[src/rtl/irrigation_cycle_ctrl_if.sv]
// Purpose: bundles the panel/sensor inputs and the valve/display outputs of
//          the irrigation cycle controller into one port.
// Ports:   start/mode/us/alin/abort (panel/sensors -> controller),
//          valve_sprk/valve_drip/run/sec_tens/sec_ones/sec_tick/done/fault
//          (controller -> valve drivers and seconds display).
// Modports: master = panel/sensor side, slave = controller side.
interface irrigation_cycle_ctrl_if;
  logic       start;
  logic       mode;
  logic       us;
  logic       alin;
  logic       abort;
  logic       valve_sprk;
  logic       valve_drip;
  logic       run;
  logic [3:0] sec_tens;
  logic [3:0] sec_ones;
  logic       sec_tick;
  logic       done;
  logic       fault;

  modport master (
    output start, mode, us, alin, abort,
    input  valve_sprk, valve_drip, run, sec_tens, sec_ones, sec_tick, done, fault
  );

  modport slave (
    input  start, mode, us, alin, abort,
    output valve_sprk, valve_drip, run, sec_tens, sec_ones, sec_tick, done, fault
  );
endinterface

[src/rtl/irrigation_cycle_ctrl.sv]
// Purpose: sequences one irrigation cycle -- start request, mode-dependent
//          BCD seconds countdown with the matching valve open, pause on low
//          water supply (alin), early end on wet soil (us), abort to idle.
// Latency: all outputs registered; first sec_tick TICK_DIV cycles after RUN entry.
// Backpressure: none; inputs are levels sampled each clock, start is only
//          honoured in IDLE.
// Ports:   clk, rst_n (async active-low); io (slave modport): start, mode, us,
//          alin, abort in; valve_sprk, valve_drip, run, sec_tens, sec_ones,
//          sec_tick, done, fault out.
// Build option: define LOW_WATER_TIMEOUT_EN to bound the time spent in HOLD;
//          after HOLD_LIMIT_SEC full seconds the controller parks in FAULT.
module irrigation_cycle_ctrl #(
  parameter int TICK_DIV       = 50000000,
  parameter int SPRINKLER_SEC  = 45,
  parameter int DRIP_SEC       = 90,
  parameter int HOLD_LIMIT_SEC = 30
) (
  input  logic                    clk,
  input  logic                    rst_n,
  irrigation_cycle_ctrl_if.slave  io
);

  localparam int PW = $clog2(TICK_DIV);
  localparam logic [PW-1:0] PRESC_MAX = PW'(TICK_DIV - 1);

  // Load values are split into BCD digits at elaboration time.
  localparam logic [3:0] SPRK_TENS = 4'(SPRINKLER_SEC / 10);
  localparam logic [3:0] SPRK_ONES = 4'(SPRINKLER_SEC % 10);
  localparam logic [3:0] DRIP_TENS = 4'(DRIP_SEC / 10);
  localparam logic [3:0] DRIP_ONES = 4'(DRIP_SEC % 10);

  localparam logic [2:0] S_IDLE  = 3'd0;
  localparam logic [2:0] S_LOAD  = 3'd1;
  localparam logic [2:0] S_RUN   = 3'd2;
  localparam logic [2:0] S_HOLD  = 3'd3;
  localparam logic [2:0] S_DONE  = 3'd4;
`ifdef LOW_WATER_TIMEOUT_EN
  localparam logic [2:0] S_FAULT = 3'd5;
  localparam int HSW = $clog2(HOLD_LIMIT_SEC + 1);
  localparam logic [HSW-1:0] HSEC_LAST = HSW'(HOLD_LIMIT_SEC - 1);
`endif

  logic [2:0]    state_q,      state_d;
  logic          mode_q,       mode_d;
  logic [3:0]    tens_q,       tens_d;
  logic [3:0]    ones_q,       ones_d;
  logic [PW-1:0] presc_q,      presc_d;
  logic          sec_tick_q,   sec_tick_d;
  logic          done_q,       done_d;
  logic          run_q,        run_d;
  logic          valve_sprk_q, valve_sprk_d;
  logic          valve_drip_q, valve_drip_d;
`ifdef LOW_WATER_TIMEOUT_EN
  logic          fault_q,      fault_d;
  logic [PW-1:0] hpresc_q,     hpresc_d;
  logic [HSW-1:0] hsec_q,      hsec_d;
  logic          hold_expired;
`endif

  logic tick;
  assign tick = (presc_q == PRESC_MAX);

`ifdef LOW_WATER_TIMEOUT_EN
  // The hold timer is held at zero outside HOLD, so it starts fresh on every entry.
  always_comb begin
    hpresc_d = '0;
    hsec_d   = '0;
    if (state_q == S_HOLD) begin
      if (hpresc_q == PRESC_MAX) begin
        hpresc_d = '0;
        hsec_d   = hsec_q + 1'b1;
      end else begin
        hpresc_d = hpresc_q + 1'b1;
        hsec_d   = hsec_q;
      end
    end
  end

  assign hold_expired = (state_q == S_HOLD) && (hpresc_q == PRESC_MAX) &&
                        (hsec_q == HSEC_LAST);
`endif

  always_comb begin
    state_d    = state_q;
    mode_d     = mode_q;
    tens_d     = tens_q;
    ones_d     = ones_q;
    presc_d    = presc_q;
    sec_tick_d = 1'b0;

    if (state_q != S_IDLE && io.abort) begin
      state_d = S_IDLE;
      tens_d  = 4'd0;
      ones_d  = 4'd0;
      presc_d = '0;
    end else begin
      case (state_q)
        S_IDLE: begin
          // Starting onto already-wet soil would end immediately; ignore it.
          if (io.start && !io.us) state_d = S_LOAD;
        end
        S_LOAD: begin
          mode_d  = io.mode;
          tens_d  = io.mode ? DRIP_TENS : SPRK_TENS;
          ones_d  = io.mode ? DRIP_ONES : SPRK_ONES;
          presc_d = '0;
          state_d = S_RUN;
        end
        S_RUN: begin
          if (io.us) begin
            state_d = S_DONE;
          end else if (io.alin) begin
            // Prescaler keeps its phase so the interrupted second resumes.
            state_d = S_HOLD;
          end else if (tick) begin
            presc_d    = '0;
            sec_tick_d = 1'b1;
            if (ones_q != 4'd0) begin
              ones_d = ones_q - 4'd1;
            end else begin
              ones_d = 4'd9;
              tens_d = tens_q - 4'd1;
            end
            if (tens_q == 4'd0 && ones_q == 4'd1) state_d = S_DONE;
          end else begin
            presc_d = presc_q + 1'b1;
          end
        end
        S_HOLD: begin
          if (io.us) begin
            state_d = S_DONE;
          end else if (!io.alin) begin
            state_d = S_RUN;
          end
`ifdef LOW_WATER_TIMEOUT_EN
          else if (hold_expired) begin
            state_d = S_FAULT;
          end
`endif
        end
        S_DONE: state_d = S_IDLE;
`ifdef LOW_WATER_TIMEOUT_EN
        S_FAULT: state_d = S_FAULT;
`endif
        default: state_d = S_IDLE;
      endcase
    end

    // Outputs are registered versions of the next-state decode.
    run_d        = (state_d == S_RUN);
    valve_sprk_d = run_d & ~mode_d;
    valve_drip_d = run_d &  mode_d;
    done_d       = (state_d == S_DONE);
`ifdef LOW_WATER_TIMEOUT_EN
    fault_d      = (state_d == S_FAULT);
`endif
  end

  always_ff @(posedge clk or negedge rst_n) begin
    if (!rst_n) begin
      state_q      <= S_IDLE;
      mode_q       <= 1'b0;
      tens_q       <= 4'd0;
      ones_q       <= 4'd0;
      presc_q      <= '0;
      sec_tick_q   <= 1'b0;
      done_q       <= 1'b0;
      run_q        <= 1'b0;
      valve_sprk_q <= 1'b0;
      valve_drip_q <= 1'b0;
`ifdef LOW_WATER_TIMEOUT_EN
      fault_q      <= 1'b0;
      hpresc_q     <= '0;
      hsec_q       <= '0;
`endif
    end else begin
      state_q      <= state_d;
      mode_q       <= mode_d;
      tens_q       <= tens_d;
      ones_q       <= ones_d;
      presc_q      <= presc_d;
      sec_tick_q   <= sec_tick_d;
      done_q       <= done_d;
      run_q        <= run_d;
      valve_sprk_q <= valve_sprk_d;
      valve_drip_q <= valve_drip_d;
`ifdef LOW_WATER_TIMEOUT_EN
      fault_q      <= fault_d;
      hpresc_q     <= hpresc_d;
      hsec_q       <= hsec_d;
`endif
    end
  end

  assign io.valve_sprk = valve_sprk_q;
  assign io.valve_drip = valve_drip_q;
  assign io.run        = run_q;
  assign io.sec_tens   = tens_q;
  assign io.sec_ones   = ones_q;
  assign io.sec_tick   = sec_tick_q;
  assign io.done       = done_q;
`ifdef LOW_WATER_TIMEOUT_EN
  assign io.fault      = fault_q;
`else
  assign io.fault      = 1'b0;
`endif

endmodule

[src/flat_wrapper.sv]
// flat-port wrapper written by rule: the top's interface ports become plain ports
module irrigation_cycle_ctrl_flat 
#(
  parameter int TICK_DIV       = 50000000,
  parameter int SPRINKLER_SEC  = 45,
  parameter int DRIP_SEC       = 90,
  parameter int HOLD_LIMIT_SEC = 30
)
  (clk, rst_n, io_start, io_mode, io_us, io_alin, io_abort, io_valve_sprk, io_valve_drip, io_run, io_sec_tens, io_sec_ones, io_sec_tick, io_done, io_fault);
  irrigation_cycle_ctrl_if io_i ();
  input  logic clk;
  input  logic rst_n;
  input wire logic [$bits(io_i.start)-1:0] io_start;
  input wire logic [$bits(io_i.mode)-1:0] io_mode;
  input wire logic [$bits(io_i.us)-1:0] io_us;
  input wire logic [$bits(io_i.alin)-1:0] io_alin;
  input wire logic [$bits(io_i.abort)-1:0] io_abort;
  output wire logic [$bits(io_i.valve_sprk)-1:0] io_valve_sprk;
  output wire logic [$bits(io_i.valve_drip)-1:0] io_valve_drip;
  output wire logic [$bits(io_i.run)-1:0] io_run;
  output wire logic [$bits(io_i.sec_tens)-1:0] io_sec_tens;
  output wire logic [$bits(io_i.sec_ones)-1:0] io_sec_ones;
  output wire logic [$bits(io_i.sec_tick)-1:0] io_sec_tick;
  output wire logic [$bits(io_i.done)-1:0] io_done;
  output wire logic [$bits(io_i.fault)-1:0] io_fault;
  assign io_i.start = io_start;
  assign io_i.mode = io_mode;
  assign io_i.us = io_us;
  assign io_i.alin = io_alin;
  assign io_i.abort = io_abort;
  assign io_valve_sprk = io_i.valve_sprk;
  assign io_valve_drip = io_i.valve_drip;
  assign io_run = io_i.run;
  assign io_sec_tens = io_i.sec_tens;
  assign io_sec_ones = io_i.sec_ones;
  assign io_sec_tick = io_i.sec_tick;
  assign io_done = io_i.done;
  assign io_fault = io_i.fault;
  irrigation_cycle_ctrl #(.TICK_DIV(TICK_DIV), .SPRINKLER_SEC(SPRINKLER_SEC), .DRIP_SEC(DRIP_SEC), .HOLD_LIMIT_SEC(HOLD_LIMIT_SEC)) u_core (.clk(clk), .rst_n(rst_n), .io(io_i));
endmodule
[config.mk]
export PLATFORM = sky130hd
export DESIGN_NAME = irrigation_cycle_ctrl_flat
export DESIGN_NICKNAME = d
export VERILOG_FILES = /design/src/rtl/irrigation_cycle_ctrl_if.sv /design/src/rtl/irrigation_cycle_ctrl.sv /design/src/flat_wrapper.sv
export SDC_FILE = /design/constraint.sdc
export NUM_CORES = 1
export LEC_CHECK = 0
export ABC_AREA = 0
export BUFFER_PORTS_ARGS = -buffer_cell sky130_fd_sc_hd__buf_4
export CORE_UTILIZATION = 55
export DETAILED_ROUTE_END_ITERATION = 8
export HOLD_SLACK_MARGIN = 0.02
export PLACE_DENSITY = 0.74
export SLEW_MARGIN = 30
export SYNTH_ARGS = -nofsm -noshare
export SYNTH_HDL_FRONTEND = slang
export SYNTH_SLANG_ARGS = --single-unit
[constraint.sdc]
create_clock -name clk -period 3.1 [get_ports clk]
set_input_delay 0.62 -clock clk [delete_from_list [all_inputs] [get_ports clk]]
set_output_delay 0.62 -clock clk [all_outputs]
set_load 0.01 [all_outputs]
==> metrics.txt, run 1 <==
Sw Ratio 0.284; Num CTS Buffers 5; dpl cells 329; reg2reg setup slack 620 ps; WS Path Type reg2reg; hold bufs inserted after CTS 0; max-cap violations 0; Seq cells post-synth 43; die area 4800 µm²; clock power share 0.340; final setup vio count 0; routability cong. 0.898; dpl cell area 2670 µm²; ANT cells 0; Slew Limit Fails 0; met1 usage 0.384; Final period util 0.801; sequential area share after synthesis 0.432; # clock sinks 43; final hold slack 300 ps; Nets 294; HP Class in2async; met3 Use GR 0.0363; warnings from Yosys 0; Rel. slew slack 0.482; DR WL/cell 16.7 µm; first-pass GRT wire length 9.87 mm; clock latency on the worst-skew pair 300 ps; Worst Tran Pin Value 775 ps; Synth Instances 267; initial antenna violation count 0; area growth from synthesis to layout 12.0%; drt drc 0; fin cells 337; Routed WL 5.64 mm; cell row count 24; grt met2 use 0.373; number of port buffers 19; I/O Pins 21; status complete, no violations; Mean Syn Cell Area 9.32 µm²; drt first pass iters 6; critical path startpoint category flip-flop; most frequent cells in the layout dfrtp_1 (43), nor2_1 (30), buf_4 (25), nand2_1 (17), nand3_1 (14); Syn Nets 277; postcts setup bufs 0; worst-path fanout max 19; Root Driver clkbuf_8; critical path endpoint category flip-flop; initial core utilization 0.572; Starting DRT DRC Count 191; post-cts resize count 0; RSZ-0062 raised after global routing false; most common cell after layout, fill and taps aside dfrtp_1; clk slew on worst S/H paths 80 ps; Max Clock Freq 0.403 GHz; sequential share of power 0.482; Gate power share 0.179; DP HPWL 3.86 mm; share of cells above drive strength 1 0.165; Die Y 69.3 µm; clock skew 7.65 ps; vias per cell 6.56; Syn Std Cell Area 2490 µm²; grt ovf 0; H-tree depth 2; post-route minimum period 2480 ps; Chip Width 69.3 µm; PwrDens 476 nW/µm²; switching power 0.000378 W; leakage power 1.11 nW; Fillers 371; Max clock buf depth 2; Vias 2211; total core area 4350 µm²; Internal 0.000950 W; vias in the first global route 2067; setup TNS 0 ps; prevailing post-synth register cell dfrtp_1; final instance area 2790 µm²; Antenna Nets Post-Route 0; TritonCTS clock tree built; largest net degree at the start of global routing 44; number of synthesized flops with an enable pin 0; WP data arrival 2670 ps; Synth cell types 55; Max VDD drop 0.384 mV; busiest grt layer met1; Fin. Hold Viols 0; Post-synth ARST share 1.00; required time of the worst setup path 3280 ps; global-route usage over all layers 0.255
[worst max-delay path: stages (launching register included)]
cell     delay [ps]
dfrtp_1         480
nor4_1          300
and4_1          330
a21oi_1          90
buf_4           160
nor2_2          590
mux2_2          410
[metrics by stage]
step	power [W]	util	setup slack [ps]
floorplan	0.000778	-	769
global route	0.00138	0.640	421
CTS	0.00133	0.640	624
global placement	0.000882	0.613	679
detailed placement	0.000884	0.613	631
finish	0.00133	0.640	618
[cells in the mapped netlist (2+ instances only)]
library cell,instances,share of area
dfrtp_1,43,0.43
nand3_1,14,0.028
a41oi_1,2,0.0070
xnor2_1,11,0.039
a2111oi_2,5,0.030
a31oi_1,6,0.015
and4_1,3,0.011
nor4_1,3,0.0075
a2111oi_0,5,0.018
and3_1,2,0.0050
nand2_1,17,0.026
clkbuf_1,9,0.014
or4_1,6,0.018
nor3_1,6,0.012
ha_1,3,0.015
o311ai_0,2,0.0070
inv_1,9,0.014
nor2_1,30,0.045
nor4b_1,4,0.014
a21oi_1,13,0.026
nand2b_1,3,0.0075
o31ai_1,8,0.024
or3_2,2,0.0060
or3_1,3,0.0075
buf_4,4,0.012
and2_1,2,0.0050
a21o_1,2,0.0060
nand4_1,9,0.023
o21ai_0,8,0.016
o211ai_1,3,0.0090
a211oi_1,5,0.015
or4b_1,2,0.0080
[registers in the layout, summed over array words and instances, names as in the netlist]
name / flops
u_core.io.done: 1
u_core.presc_q: 26
u_core.io.sec_tens: 4
u_core.io.valve_drip: 1
u_core.state_q: 3
u_core.io.sec_ones: 4
u_core.io.run: 1
u_core.io.valve_sprk: 1
u_core.mode_q: 1
u_core.io.sec_tick: 1
[cells by family (layout without fill, tap and decap cells)]
group	count (synthesis)	count (layout)	share of synthesized area
and+or+nand+nor	113	113	0.247
AOI/OAI and AO/OA	70	70	0.214
DFF	43	43	0.432
buffers and inverters	24	42	0.0427
xor gates and xnor gates	11	11	0.0387
adders and majority gates	3	3	0.0151
muxes	2	2	0.00855
other	1	1	0.00151
[power by group through the flow]
stage,clock network (W),registers [W],logic [W]
final,0.000451,0.000639,0.000237
after global routing,0.000472,0.000646,0.000264
after CTS,0.000458,0.000638,0.000235
after detailed placement,0,0.000649,0.000235
after global placement,0,0.000649,0.000233
after floorplan,0,0.000647,0.000131
[layer usage]
| metal | routed length [µm] | share of wire |
|---|---|---|
| met1 | 2660 | 0.47 |
| met2 | 2540 | 0.45 |
| met3 | 359 | 0.064 |
| met4 | 76 | 0.013 |
| met5 | 0 | 0 |
[worst paths after layout]
path | cells past startpoint | end | startpoint
worst max-delay path | 6 | u_core.io.sec_ones[0] | u_core.presc_q[7]
worst min-delay path | 1 | u_core.presc_q[1] | rst_n
worst max register to register | 6 | u_core.io.sec_ones[0] | u_core.presc_q[7]
worst min register to register | 1 | u_core.mode_q | u_core.mode_q
max in group asynchronous | 1 | u_core.presc_q[15] | rst_n
min in group clk | 1 | u_core.mode_q | u_core.mode_q
[cell type report]
cell class	instances	area (µm²)	share of cell area
inverters	9	33.8	0.0121
clock inverters	2	35.0	0.0126
repair buffers	25	188	0.0674
clock buffers	6	82.6	0.0296
multi-input cells	200	1310	0.469
well taps	52	65.1	0.0233
flip-flops and latches	43	1080	0.386
No activity file was read; power rests on OpenSTA's default activity.
==> run 2: changes to the inputs <==
==> constraint.sdc (replaced) <==
create_clock -name clk -period 2.37 [get_ports clk]
set_input_delay 0.474 -clock clk [delete_from_list [all_inputs] [get_ports clk]]
set_output_delay 0.474 -clock clk [all_outputs]
set_load 0.01 [all_outputs]
==> run 2 against run 1 <==
Against the previous run: register-to-register slack got worse by 420 ps; fmax increased by 14%; via count decreased by 0.86%; critical path depth decreased by 1; largest cell class unchanged.
==> metrics.txt, run 2 (synthesis gave the netlist of run 1 again) <==
routability cong. 0.854; worst-path fanout max 8; DP HPWL 4.18 mm; status complete, no violations; largest net degree at the start of global routing 44; Die Y 69.3 µm; final setup vio count 0; dpl cell area 2770 µm²; Core Util, Final 0.655; hold bufs inserted after CTS 0; required time of the worst setup path 2550 ps; most frequent cells in the layout dfrtp_1 (43), buf_4 (38), nor2_1 (30), nand2_1 (17), nand3_1 (14); Max clock buf depth 2; Num CTS Buffers 5; number of port buffers 19; Antenna Nets Post-Route 0; cell row count 24; Nets 307; Final period util 0.916; ANT cells 0; drt drc 0; critical path endpoint category flip-flop; TritonCTS clock tree built; Starting DRT DRC Count 187; I/O Pins 21; Rel. slew slack 0.610; WS Path Type reg2reg; Max VDD drop 0.322 mV; first-pass GRT wire length 9.83 mm; setup slack after layout 198 ps; initial core utilization 0.572; CP cell instances nor4b_1 -> nand4_1 -> nor3_1 -> a31oi_1 -> a221o_1; critical path startpoint category flip-flop; clock latency on the worst-skew pair 300 ps; Max Clock Freq 0.460 GHz; Top delay family on crit path simple AND/OR/NAND/NOR gates; die area 4800 µm²; Largest register FFs 26; PwrDens 566 nW/µm²; DR WL/cell 16.6 µm; grt ovf 0; clock skew 11.8 ps; initial antenna violation count 0; global-route usage over all layers 0.256; final instance area 2850 µm²; Largest Register u_core.presc_q; Worst path slowest cell nor3_1; share of cells above drive strength 1 0.195; HP Class in2async; most common cell after layout, fill and taps aside dfrtp_1; number of buffers and inverters on the critical path 0; Root Driver clkbuf_8; RSZ-0062 raised after global routing false; Fin. Hold Viols 0; setup TNS 0 ps; Chip Width 69.3 µm; max incr delay on CP 530 ps; leakage power 1.16 nW; clk slew on worst S/H paths 90 ps; Routed WL 5.80 mm; # clock sinks 43; max-cap violations 0; vias in the first global route 2102; area growth from synthesis to layout 14.6%; dpl ws 143 ps; WP data arrival 2350 ps; total core area 4350 µm²; Fillers 376; vias per cell 6.26; Power, Total 0.00161 W; H-tree depth 2; post-route minimum period 2170 ps; Worst Tran Pin Value 581 ps; Slew Limit Fails 0; drt first pass iters 4; Vias 2192
## run 2: cell types whose count changed in the layout (fill, tap and decap cells not counted), sizes merged
cell    change
clkbuf      +1
buf        +13
bufinv      -1
## run 2: worst paths after layout
check,startpoint,to,slack [ps],depth (start not counted)
setup / recovery,u_core.presc_q[7],u_core.io.sec_tens[0],200,5
hold / removal,rst_n,u_core.presc_q[5],160,1
setup reg to reg,u_core.presc_q[7],u_core.io.sec_tens[0],200,5
hold reg to reg,u_core.presc_q[1],u_core.presc_q[1],500,2
max in group asynchronous,rst_n,u_core.presc_q[17],1830,1
min in group clk,io_us,u_core.state_q[0],400,2
## run 2: repair_timing
action	CTS	global route
gates resized for setup	0	1
setup buffers	0	0
setup endpoints to repair	0	1
## run 2: stage by stage
| step | hold slack, ps | instances |
|---|---|---|
| CTS | 179 | 350 |
| detailed placement | 481 | 342 |
| finish | 160 | 350 |
| global route | 206 | 350 |
| global placement | 472 | 342 |
| floorplan | 178 | 267 |
## run 2: cell type report
| cell class | instances | area [µm²] | area share |
|---|---|---|---|
| Clock buffer | 7 | 76.3 | 0.0268 |
| Clock inverter | 1 | 5.00 | 0.00175 |
| Inverter | 9 | 33.8 | 0.0118 |
| Multi-Input combinational cell | 200 | 1310 | 0.460 |
| Sequential cell | 43 | 1080 | 0.377 |
| Tap cell | 52 | 65.1 | 0.0228 |
| Timing Repair Buffer | 38 | 285 | 0.100 |
## run 2: per-layer routing
layer,vias to the layer above,routed length [µm],GRT usage
met5,-,0,0
met4,0,39,0.0703
met3,4,176,0.0523
met2,38,2720,0.398
met1,1083,2870,0.366
li1,1067,-,-
## run 2: power breakdown
group	switching, W	leakage (nW)	internal [W]
Combinational	0.000199	0.526	0.000147
Sequential	0.0000480	0.588	0.000774
Clock	0.000240	0.0422	0.000207
Total	0.000487	1.16	0.00113
==> run 3: changes to the inputs <==
--- a/config.mk
+++ b/config.mk
@@ -7,11 +7,13 @@
 export LEC_CHECK = 0
 export ABC_AREA = 0
 export BUFFER_PORTS_ARGS = -buffer_cell sky130_fd_sc_hd__buf_4
-export CORE_UTILIZATION = 55
+export CELL_PAD_IN_SITES_DETAIL_PLACEMENT = 1
+export CELL_PAD_IN_SITES_GLOBAL_PLACEMENT = 1
+export CORE_UTILIZATION = 46
 export DETAILED_ROUTE_END_ITERATION = 8
 export HOLD_SLACK_MARGIN = 0.02
-export PLACE_DENSITY = 0.74
-export SLEW_MARGIN = 30
+export PLACE_DENSITY_LB_ADDON = 0.1
+export SLEW_MARGIN = 20
 export SYNTH_ARGS = -nofsm -noshare
 export SYNTH_HDL_FRONTEND = slang
 export SYNTH_SLANG_ARGS = --single-unit
==> run 3 against run 2 <==
Against the previous run: register-to-register slack gained 20 ps; fmax grew 0.71%; sequential cell count is the same; via count grew 1.2%; core utilization shrank 10 points; clock skew shrank 7.7 ps; die area grew 19%; largest cell class unchanged.
==> metrics.txt, run 3 (synthesis gave the netlist of run 1 again) <==
status complete, no violations; Routed WL 6.78 mm; post-cts resize count 0; initial antenna violation count 0; Chip Width 75.6 µm; most frequent cells in the layout dfrtp_1 (43), buf_4 (37), nor2_1 (30), nand2_1 (17), nand3_1 (14); H-tree depth 2; DP HPWL 4.85 mm; setup TNS 0 ps; die area 5710 µm²; vias per cell 6.08; Max clock buf depth 2; postcts setup bufs 0; hold bufs inserted after CTS 0; post-route minimum period 2160 ps; PwrDens 561 nW/µm²; HP Class in2async; final instance area 2850 µm²; Nets 306; RSZ-0062 raised after global routing false; Slew Limit Fails 0; Core Util, Final 0.552; Vias 2218; WS Path Type reg2reg; share of cells above drive strength 1 0.190; max-cap violations 0; Power, Total 0.00160 W; number of port buffers 19; Max Clock Freq 0.464 GHz; most common cell after layout, fill and taps aside dfrtp_1; I/O Pins 21; Worst Tran Pin Value 579 ps; global-route usage over all layers 0.261; cell row count 26; Root Driver clkbuf_8; Largest register FFs 26; Largest Register u_core.presc_q; dpl cells 359; ANT cells 0; clock latency on the worst-skew pair 290 ps; TritonCTS clock tree built; Num CTS Buffers 5; first-pass GRT wire length 11.1 mm; Antenna Nets Post-Route 0; vias in the first global route 2189; WP data arrival 2340 ps; critical path endpoint category flip-flop; leakage power 1.15 nW; clk slew on worst S/H paths 80 ps; clock skew 4.05 ps; Fin. Hold Viols 0; critical path startpoint category flip-flop; dpl cell area 2780 µm²; largest net degree at the start of global routing 44; grt ovf 0; fin cells 365; initial core utilization 0.481; DR WL/cell 18.6 µm; area growth from synthesis to layout 14.7%; Max VDD drop 0.427 mV; routability cong. 0.878; worst-path fanout max 7; final setup vio count 0; required time of the worst setup path 2550 ps; drt drc 0; total core area 5170 µm²; Rel. slew slack 0.611; drt first pass iters 4; Final period util 0.910; Die Y 75.6 µm; # clock sinks 43; Starting DRT DRC Count 113
==> run 3: changes by cell type in the layout (fill, tap and decap cells not counted) <==
cell,previous run,this run
nor2_4,1,0
nor2_2,0,1
clkinv_2,1,0
buf_4,38,37
clkbuf_1,2,1
==> run 3: worst paths after layout <==
path,start,to,slack [ps],cells after the start
hold reg to reg,u_core.presc_q[1],u_core.presc_q[1],510,2
max in group asynchronous,rst_n,u_core.presc_q[17],1810,1
setup reg to reg,u_core.presc_q[12],u_core.presc_q[22],210,5
min in group clk,io_us,u_core.state_q[0],420,2
setup / recovery,u_core.presc_q[12],u_core.presc_q[22],210,5
hold / removal,rst_n,u_core.io.sec_tick,170,1
==> run 3: critical path: stages (launching register included) <==
cell and delay, ps:
dfrtp_1 440, nand4_1 170, or4_1 750, a2111oi_2 470, xnor2_1 170, nor2_1 60
==> run 3: final cells by class <==
class / count / area [µm²]
fillers: 604 / 2320
well taps: 70 / 87.6
multi-input cells: 200 / 1310
flip-flops and latches: 43 / 1080
inverters: 9 / 33.8
clock buffers: 6 / 72.6
repair buffers: 37 / 278
==> run 3: layer usage <==
metal / wire length (µm) / global-route usage
met1: 3300 / 0.368
met5: 0 / 0
met4: 32 / 0.0535
met2: 3290 / 0.428
met3: 165 / 0.0410
==> run 3: through the flow <==
stage	setup slack, ps	hold WS [ps]
finish	214	167
global route	80.6	212
CTS	228	188
detailed placement	136	502
global placement	166	473
floorplan	185	178
==> run 3: where the power goes <==
group	switching [W]	leakage, nW	internal [W]
combinational	0.000197	0.520	0.000139
sequential	0.0000659	0.588	0.000774
clock	0.000230	0.0371	0.000197
